==> config.mk <==
export PLATFORM = sky130hd
export DESIGN_NAME = exe_div_unit
export DESIGN_NICKNAME = d
export VERILOG_FILES = /design/src/rtl/exe_div_unit.sv
export SDC_FILE = /design/constraint.sdc
export NUM_CORES = 1
export LEC_CHECK = 0
export CORE_MARGIN = 5
export CORE_UTILIZATION = 40
export DETAILED_ROUTE_END_ITERATION = 8
export SYNTH_ARGS = -nofsm -noshare
export SYNTH_HDL_FRONTEND = slang
export SYNTH_SLANG_ARGS = --single-unit
==> constraint.sdc <==
create_clock -name cpu_clk_50M -period 5.6 [get_ports cpu_clk_50M]
set_clock_uncertainty 0.05 [all_clocks]
set_input_delay 1.12 -clock cpu_clk_50M [delete_from_list [all_inputs] [get_ports cpu_clk_50M]]
set_output_delay 1.12 -clock cpu_clk_50M [all_outputs]
set_load 0.05 [all_outputs]
==> src/rtl/exe_div_unit.sv <==
// rtl/exe_div_unit.sv - iterative radix-2 restoring DIV/DIVU unit for the EXE stage
// Optional early-out for |dividend| < |divisor| when DIV_EARLY_OUT_EN is defined.
module exe_div_unit #(
  parameter int          DATA_W     = 32,
  parameter int          CNT_W      = 6,
  parameter logic [7:0]  ALUOP_DIV  = 8'h16,
  parameter logic [7:0]  ALUOP_DIVU = 8'h17
) (
  input  logic              cpu_clk_50M,
  input  logic              cpu_rst_n,
  input  logic              flush,
  input  logic              exe_hold,
  input  logic [7:0]        exe_aluop,
  input  logic [DATA_W-1:0] exe_src1,
  input  logic [DATA_W-1:0] exe_src2,
  output logic              stallreq_div,
  output logic              div_ready,
  output logic [DATA_W-1:0] div_hi,
  output logic [DATA_W-1:0] div_lo
);

  typedef enum logic [1:0] {S_IDLE, S_CALC, S_DONE} state_t;

  state_t            state;
  logic [CNT_W-1:0]  cnt;
  logic [DATA_W-1:0] rem, quo, divisor;
  logic              sign_q, sign_r;

  logic              is_div, div_op, s1, s2, fits, early_out;
  logic [DATA_W-1:0] mag1, mag2, rem_nx, quo_nx;
  logic [DATA_W:0]   rem_sh;

  assign is_div = (exe_aluop == ALUOP_DIV);
  assign div_op = is_div || (exe_aluop == ALUOP_DIVU);
  assign s1     = is_div & exe_src1[DATA_W-1];
  assign s2     = is_div & exe_src2[DATA_W-1];
  assign mag1   = s1 ? -exe_src1 : exe_src1;
  assign mag2   = s2 ? -exe_src2 : exe_src2;

  // Partial remainder needs one extra bit after the shift; the difference always fits DATA_W.
  assign rem_sh = {rem, quo[DATA_W-1]};
  assign fits   = rem_sh >= {1'b0, divisor};
  assign rem_nx = fits ? (rem_sh[DATA_W-1:0] - divisor) : rem_sh[DATA_W-1:0];
  assign quo_nx = {quo[DATA_W-2:0], fits};

`ifdef DIV_EARLY_OUT_EN
  assign early_out = (mag1 < mag2);
`else
  assign early_out = 1'b0;
`endif

  assign stallreq_div = div_op && (state != S_DONE);

  always_ff @(posedge cpu_clk_50M) begin
    if (!cpu_rst_n) begin
      state     <= S_IDLE;
      cnt       <= '0;
      rem       <= '0;
      quo       <= '0;
      divisor   <= '0;
      sign_q    <= 1'b0;
      sign_r    <= 1'b0;
      div_ready <= 1'b0;
      div_hi    <= '0;
      div_lo    <= '0;
    end else if (flush) begin
      state     <= S_IDLE;
      cnt       <= '0;
      div_ready <= 1'b0;
      div_hi    <= '0;
      div_lo    <= '0;
    end else begin
      case (state)
        S_IDLE: begin
          if (div_op) begin
            if (mag2 == '0) begin
              state     <= S_DONE;
              div_lo    <= '1;
              div_hi    <= exe_src1;
              div_ready <= 1'b1;
            end else if (early_out) begin
              state     <= S_DONE;
              div_lo    <= '0;
              div_hi    <= exe_src1;
              div_ready <= 1'b1;
            end else begin
              state   <= S_CALC;
              cnt     <= '0;
              rem     <= '0;
              quo     <= mag1;
              divisor <= mag2;
              sign_q  <= s1 ^ s2;
              sign_r  <= s1;
            end
          end
        end
        S_CALC: begin
          rem <= rem_nx;
          quo <= quo_nx;
          cnt <= cnt + 1'b1;
          if (cnt == CNT_W'(DATA_W - 1)) begin
            state     <= S_DONE;
            div_lo    <= sign_q ? -quo_nx : quo_nx;
            div_hi    <= sign_r ? -rem_nx : rem_nx;
            div_ready <= 1'b1;
          end
        end
        S_DONE: begin
          if (!exe_hold) begin
            state     <= S_IDLE;
            div_ready <= 1'b0;
          end
        end
        default: state <= S_IDLE;
      endcase
    end
  end

endmodule

==> results of run 1 <==
metrics by stage:
step	util	power (mW)	worst slack, ns	instance area [um^2]	instances
5_1_grt	0.483	2.92	0.245	15200	2196
3_5_place_dp	0.465	1.63	0.182	14700	2164
2_1_floorplan	-	1.47	0.912	12800	1693
3_3_place_gp	0.465	1.63	0.255	14700	2164
6_report	0.483	2.82	0.612	15200	2196
4_1_cts	0.483	2.84	0.633	15200	2196
area by class of cell:
cell class              instances  area (um^2)
fillers                      3171        16300
multi-input cells            1340         8600
flip-flops and latches        171         3420
repair buffers                199         1930
well taps                     402          503
clock buffers                  18          439
inverters                      52          195
clock inverters                14          146
routing by layer:
layer,vias to the layer above,track usage,wire length (um)
met5,-,0,0
met4,0,0.0782,1250
met3,73,0.0358,1930
met2,370,0.373,19200
met1,6157,0.319,20000
li1,6439,-,-
worst max-delay path, delay by kind of cell:
family / cells / cell delay [ns]
adder cells (fa/ha/maj): 1 / 0.18
multiplexers: 1 / 0.19
buffers and inverters: 4 / 0.93
AO/OA/AOI/OAI: 4 / 0.72
AND/OR/NAND/NOR: 6 / 2.10
synthesized netlist by cell type, types with 8 or more instances:
| library cell | n | area (um^2) |
|---|---|---|
| o2111ai_1 | 34 | 298 |
| mux2i_1 | 33 | 330 |
| nor3_1 | 46 | 230 |
| nand2b_1 | 17 | 106 |
| inv_1 | 51 | 191 |
| o31ai_1 | 47 | 353 |
| nand2_1 | 212 | 796 |
| ha_1 | 37 | 463 |
| buf_6 | 8 | 90.1 |
| a21oi_1 | 101 | 505 |
| or3_1 | 35 | 219 |
| nand3_1 | 91 | 455 |
| o21ai_0 | 95 | 475 |
| nor4_1 | 16 | 100 |
| buf_2 | 17 | 85.1 |
| clkbuf_1 | 96 | 360 |
| nor2b_1 | 12 | 75.1 |
| a311oi_1 | 15 | 131 |
| xor2_1 | 61 | 534 |
| nor2_1 | 119 | 447 |
| o211a_1 | 35 | 350 |
| o221a_2 | 9 | 101 |
| dfxtp_1 | 171 | 3420 |
| a31oi_1 | 25 | 156 |
| o41ai_1 | 13 | 114 |
| o211ai_1 | 11 | 82.6 |
| a211oi_1 | 21 | 158 |
| or4_1 | 15 | 113 |
| a21o_1 | 10 | 75.1 |
| o21a_1 | 15 | 113 |
| and2_1 | 11 | 68.8 |
| xnor2_1 | 63 | 552 |
| nand4_1 | 27 | 169 |
| a211o_1 | 8 | 70.1 |
path summary, 6_finish.rpt:
kind / startpoint / endpoint / slack (ns) / cells past startpoint
worst max-delay path: exe_src2[0] / divisor[7] / 0.61 / 16
worst min-delay path: cnt[4] / cnt[4] / 0.42 / 1
worst min register to register: cnt[4] / cnt[4] / 0.42 / 1
worst max register to register: rem[7] / div_hi[28] / 0.73 / 14
power groups by stage:
stage	sequential, mW	combinational [mW]	clock, mW
after floorplan	1.25	0.223	0
after global placement	1.25	0.381	0
after detailed placement	1.25	0.383	0
after CTS	1.22	0.385	1.23
after global routing	1.22	0.422	1.28
final	1.22	0.389	1.21
cells by family after synthesis:
family                   synth area share
XOR/XNOR                           0.0849
multiplexers                       0.0302
AO/OA/AOI/OAI                       0.275
buffers and inverters              0.0616
flip-flops                          0.268
AND/OR/NAND/NOR                     0.243
adder cells (fa/ha/maj)            0.0378
flip-flops by register name, summed over array words and instances (netlist names):
| signal | count |
|---|---|
| sign_r | 1 |
| quo | 32 |
| div_hi | 32 |
| rem | 32 |
| state | 2 |
| div_lo | 32 |
| div_ready | 1 |
| divisor | 32 |
| cnt | 6 |
| sign_q | 1 |
==> flow_summary.json, run 1 <==
{
  "run_status": "finished clean",
  "transition_time_at_the_pin_with_the_least_slew_margin_ns": 1.11,
  "syn_avg_cell_area_um2": 7.55,
  "power_per_cell_area_mw_per_mm2": 185,
  "drt-vias-per-instance": 5.94,
  "antenna_left": 0,
  "ir_drop_worst_vdd_mv": 0.218,
  "cts_root_buf": "clkbuf_16",
  "synth-seq-area-share": 0.268,
  "critical_path.slowest_cell": "nor2_4",
  "grt_setup_unrepaired": "false",
  "synthArstFlopShare": 0,
  "finish.net_count": 1895,
  "timing.critical_path.fanout_max": 36,
  "worst_slew_margin": 0.257,
  "die_height_um": 189,
  "syn2layout_area_growth_pct": 19.2,
  "mostFrequentLayoutCell": "nand2_1",
  "clkPwrFrac": 0.430,
  "worst_setup_path_start_kind": "input port",
  "fmax_mhz": 200,
  "start_util": 0.405,
  "grt_antenna_before_repair": 0,
  "internal-power_mw": 2.02,
  "drtIter0Drc": 982,
  "grt_first_pass_wirelength_um": 67800,
  "net_switching_component_of_the_power_mw": 0.802,
  "combinational_power_share": 0.138,
  "synthFlopType": "dfxtp_1",
  "tritoncts_clock_tree": "yes",
  "synthesis.instances": 1693,
  "half_perimeter_wire_length_of_the_detailed_placement_result_um": 32400,
  "port_buffers": 141,
  "cts-buffers-inserted": 17,
  "path_cells": "clkdlybuf4s50_1 -> inv_1 -> ha_1 -> or4b_1 -> or4b_1 -> o31ai_1 -> o32ai_1 -> o21ai_1 -> nor4_1 -> buf_4 -> a21oi_2 -> nand2_1 -> nor2_4 -> buf_12 -> mux2i_1 -> nor2b_1",
  "power_frac_seq": 0.432,
  "dr.pass1.iters": 5,
  "synth.cell_area_mm2": 0.0128,
  "crit_path_max_incr_delay_ns": 0.66,
  "clk_lat_worst_skew_ns": 0.44,
  "post_layout_min_period_ns": 4.99,
  "p_leak_nw": 6.10,
  "yosys_register_bits": 171,
  "maximum_number_of_pins_on_one_net_before_global_route_repair": 90,
  "clockBufferDepth": 2,
  "crit_arrival_ns": 5.28,
  "maxCapViolations": 0,
  "count_of_flip_flops_with_a_built_in_enable_after_synthesis": 0,
  "routed-via-count": 13039,
  "fraction_of_power_spent_switching_nets": 0.284,
  "layout-drive-gt1-share": 0.0747,
  "remaining_drc_errors": 0,
  "critPathCaptureType": "flip-flop",
  "cts_num_sinks": 171,
  "timing.setup.critical_path_class": "in -> reg",
  "ys_warn_count": 0,
  "critPathRequiredTime_ns": 5.89,
  "die_width_um": 189,
  "min_path_type": "reg -> reg",
  "detail_route.wl_per_cell_um": 19.3,
  "globalRoute.totalOverflow": 0,
  "final-hold-violation-count": 0,
  "clk_transition_reported_paths_ns": 0.08,
  "antenna_cells": 0,
  "pins_over_slew_limit": 0,
  "cts_resized": 0,
  "postRouteWirelength_um": 42400,
  "setup_tns_final_ns": 0,
  "final_min_period_over_clock_period": 0.891,
  "final_cell_mix": "nand2_1 (212), dfxtp_1 (171), clkdlybuf4s50_1 (140)",
  "critPathMostFrequentCell": "or4b_1",
  "grt_use_total": 0.232,
  "die_outline_area_mm2": 0.0356,
  "cts-htree-levels": 4,
  "grt_pass1_vias": 12493,
  "postCtsSetupRepairBufs": 0,
  "placeableCoreArea_mm2": 0.0316,
  "holdWs_ns": 0.421,
  "place.gp.congestion": 0.901,
  "syn_nets": 1807,
  "cts_hold_buffers": 0,
  "rows": 65,
  "num_io_pins": 142,
  "yosys.cell_types.count": 79,
  "finalSetupViolations": 0
}
(Power assumes the default switching activity.)
==> run 2, diff against run 1 <==
--- a/config.mk
+++ b/config.mk
@@ -5,6 +5,7 @@
 export SDC_FILE = /design/constraint.sdc
 export NUM_CORES = 1
 export LEC_CHECK = 0
+export ABC_AREA = 1
 export CORE_MARGIN = 5
 export CORE_UTILIZATION = 40
 export DETAILED_ROUTE_END_ITERATION = 8
==> run 2 against run 1 <==
Net effect: flip-flop and latch count did not move; critical path type is now in -> out; sequential share of layout area fell by 1.2 points; area after synthesis rose by 8.2%; cell area rose by 5.8%; critical path depth fell by 9; die area rose by 7.8%; wire length rose by 21%; global-route usage rose by 2.8 points; combinational power rose by 3%; total power fell by 1.2%.
==> flow_summary.json, run 2 <==
{
  "reg2reg_slack_ns": 1.07,
  "post_layout_min_period_ns": 4.77,
  "post-synth-top-count-cell": "nand2_1",
  "yosys-top-cells-area": "dfxtp_1 (25%), nand2_1 (21%), inv_1 (9.0%)",
  "ys_warn_count": 0,
  "final-hold-violation-count": 0,
  "half_perimeter_wire_length_of_the_detailed_placement_result_um": 40600,
  "syn2layout_area_growth_pct": 16.5,
  "cts_hold_buffers": 0,
  "fmax_mhz": 210,
  "timing.setup.critical_path_class": "in -> out",
  "antenna_cells": 0,
  "cp-startpoint": "exe_aluop[1]",
  "clk_lat_worst_skew_ns": 0.46,
  "p_leak_nw": 7.31,
  "routed-via-count": 15612,
  "placed_cells": 2955,
  "power_per_cell_area_mw_per_mm2": 173,
  "rr_startpoint": "rem[22]",
  "remaining_drc_errors": 0,
  "syn_nets": 2541,
  "clk_transition_reported_paths_ns": 0.07,
  "synth.top_cell.area_share": 0.247,
  "drt-vias-per-instance": 5.23,
  "synth_mux_area_frac": 0,
  "synth_top_cells_by_count": "nand2_1 (778), inv_1 (333), nor2_1 (286)",
  "die_outline_area_mm2": 0.0384,
  "grt_use_total": 0.261,
  "place.gp.congestion": 0.976,
  "synth.cell_area_mm2": 0.0138,
  "synth-compound-area-share": 0.130,
  "port_buffers": 141,
  "mostFrequentLayoutCell": "nand2_1",
  "area_fraction_in_and_or_nand_and_nor_cells_after_synthesis": 0.424,
  "postRouteWirelength_um": 51400,
  "post_synth_fa_ha_maj_area_fraction": 0.0349,
  "final_cells": 2986,
  "start_util": 0.403,
  "detailedPlace.worstSlack_ns": 0.818,
  "setup_tns_final_ns": 0,
  "transition_time_at_the_pin_with_the_least_slew_margin_ns": 1.13,
  "maxCapViolations": 0,
  "drtIter0Drc": 1466,
  "cts-htree-levels": 4,
  "crit_arrival_ns": 3.60,
  "synth-seq-area-share": 0.247,
  "antenna_left": 0,
  "grt_antenna_before_repair": 2,
  "placeableCoreArea_mm2": 0.0344,
  "finalSetupViolations": 0,
  "cts_root_buf": "clkbuf_16",
  "run_status": "finished clean",
  "timing.critical_path.fanout_max": 3,
  "nFillCells": 3738,
  "worstRegToRegCells": 25,
  "finish.net_count": 2633,
  "ir_drop_worst_vdd_mv": 0.223,
  "tritoncts_clock_tree": "yes",
  "grt_first_pass_wirelength_um": 79300,
  "grt_pass1_vias": 14277,
  "worst_slew_margin": 0.244,
  "clockBufferDepth": 2,
  "final_cell_mix": "nand2_1 (778), inv_1 (333), nor2_1 (284)",
  "timing.critical_path.to": "stallreq_div",
  "count_of_flip_flops_with_a_built_in_enable_after_synthesis": 0,
  "pins_over_slew_limit": 0,
  "postCtsSetupRepairBufs": 0,
  "die_height_um": 196,
  "final_min_period_over_clock_period": 0.851,
  "detail_route.wl_per_cell_um": 17.2,
  "worst_setup_path_start_kind": "input port",
  "critPathCaptureType": "output pin",
  "globalRoute.totalOverflow": 0,
  "dr.pass1.iters": 5,
  "layout-drive-gt1-share": 0.0411,
  "critPathRequiredTime_ns": 4.43,
  "cts_num_sinks": 171,
  "yosys_register_bits": 171,
  "rows": 68,
  "cts-buffers-inserted": 17,
  "power.total_mw": 2.78,
  "maximum_number_of_pins_on_one_net_before_global_route_repair": 91,
  "cts_resized": 0,
  "min_path_type": "reg -> reg",
  "setup_slack_ns": 0.833,
  "num_io_pins": 142,
  "synthesized_area_fraction_occupied_by_xor_and_xnor_cells": 0.0392,
  "yosys.area.top_type": "dfxtp_1",
  "synth_top_family_by_area": "simple AND/OR/NAND/NOR gates",
  "grt_setup_unrepaired": "false",
  "yosys.cell_types.count": 53,
  "worstReg2RegEnd": "div_lo[26]",
  "die_width_um": 196,
  "synthFlopType": "dfxtp_1",
  "synthesis.instances": 2427,
  "syn_avg_cell_area_um2": 5.70,
  "synthArstFlopShare": 0
}
## run 2: cell count changes after synthesis, moves of 57 or more
cell	delta
nand3_1	+112
xnor2_1	-57
a21oi_1	+75
nand2_1	+566
nor2_1	+167
inv_1	+282
## run 2: worst max-delay path: stages
cell and delay (ns):
clkdlybuf4s50_1 0.45, inv_1 0.05, or4_1 0.53, nor4_1 0.45, inv_1 0.08, nor2_1 0.10
clkdlybuf4s50_1 0.82
## run 2: cells by family (layout without fill, tap and decap cells)
group,Yosys count,after routing
buffers and inverters,430,534
DFF,171,171
xor gates and xnor gates,62,62
adders and majority gates,38,38
AOI/OAI and AO/OA,330,330
and+or+nand+nor,1396,1396
## run 2: routing by layer
layer,share of wire,GRT usage,vias to the layer above
met3,0.074,0.0489,92
met5,0.00056,0,-
met4,0.035,0.0985,4
met1,0.43,0.342,7099
li1,-,-,7881
met2,0.46,0.426,536
## run 2: worst min path at each step
stage                      from          end  slack, ns  cells past startpoint
global placement      div_lo[3]    div_lo[3]       0.40                      1
global route        divisor[24]  divisor[24]       0.43                      2
floorplan           divisor[10]  divisor[10]       0.39                      2
detailed placement    div_ready    div_ready       0.40                      2
finish                div_ready    div_ready       0.41                      2
CTS                   div_ready    div_ready       0.41                      2
## run 2: layout make-up
cell class | count | area (um^2) | share of cell area
Clock buffer | 20 | 447 | 0.0277
Clock inverter | 11 | 110 | 0.00683
Inverter | 340 | 1280 | 0.0791
Multi-Input combinational cell | 1826 | 8710 | 0.540
Sequential cell | 171 | 3420 | 0.212
Tap cell | 455 | 569 | 0.0353
Timing Repair Buffer | 163 | 1590 | 0.0985
## run 2: power breakdown
part           switching, mW  internal (mW)
registers            0.00187           1.22
logic                  0.258          0.142
clock network          0.538          0.628
total                  0.798           1.99
## run 2: metrics by stage
step,util,hold WS [ns],instance area [um^2]
after floorplan,-,0.389,13800
after global placement,0.453,0.396,15600
after detailed placement,0.453,0.404,15600
after CTS,0.469,0.414,16100
after global routing,0.469,0.430,16100
final,0.469,0.410,16100
==> run 3, diff against run 2 <==
--- a/config.mk
+++ b/config.mk
@@ -9,6 +9,8 @@
 export CORE_MARGIN = 5
 export CORE_UTILIZATION = 40
 export DETAILED_ROUTE_END_ITERATION = 8
+export PLACE_DENSITY = 0.6
+export SKIP_CTS_REPAIR_TIMING = 1
 export SYNTH_ARGS = -nofsm -noshare
 export SYNTH_HDL_FRONTEND = slang
 export SYNTH_SLANG_ARGS = --single-unit
==> results of run 3 <==
The final DEF is identical to that of run 2; final timing and power are the same.
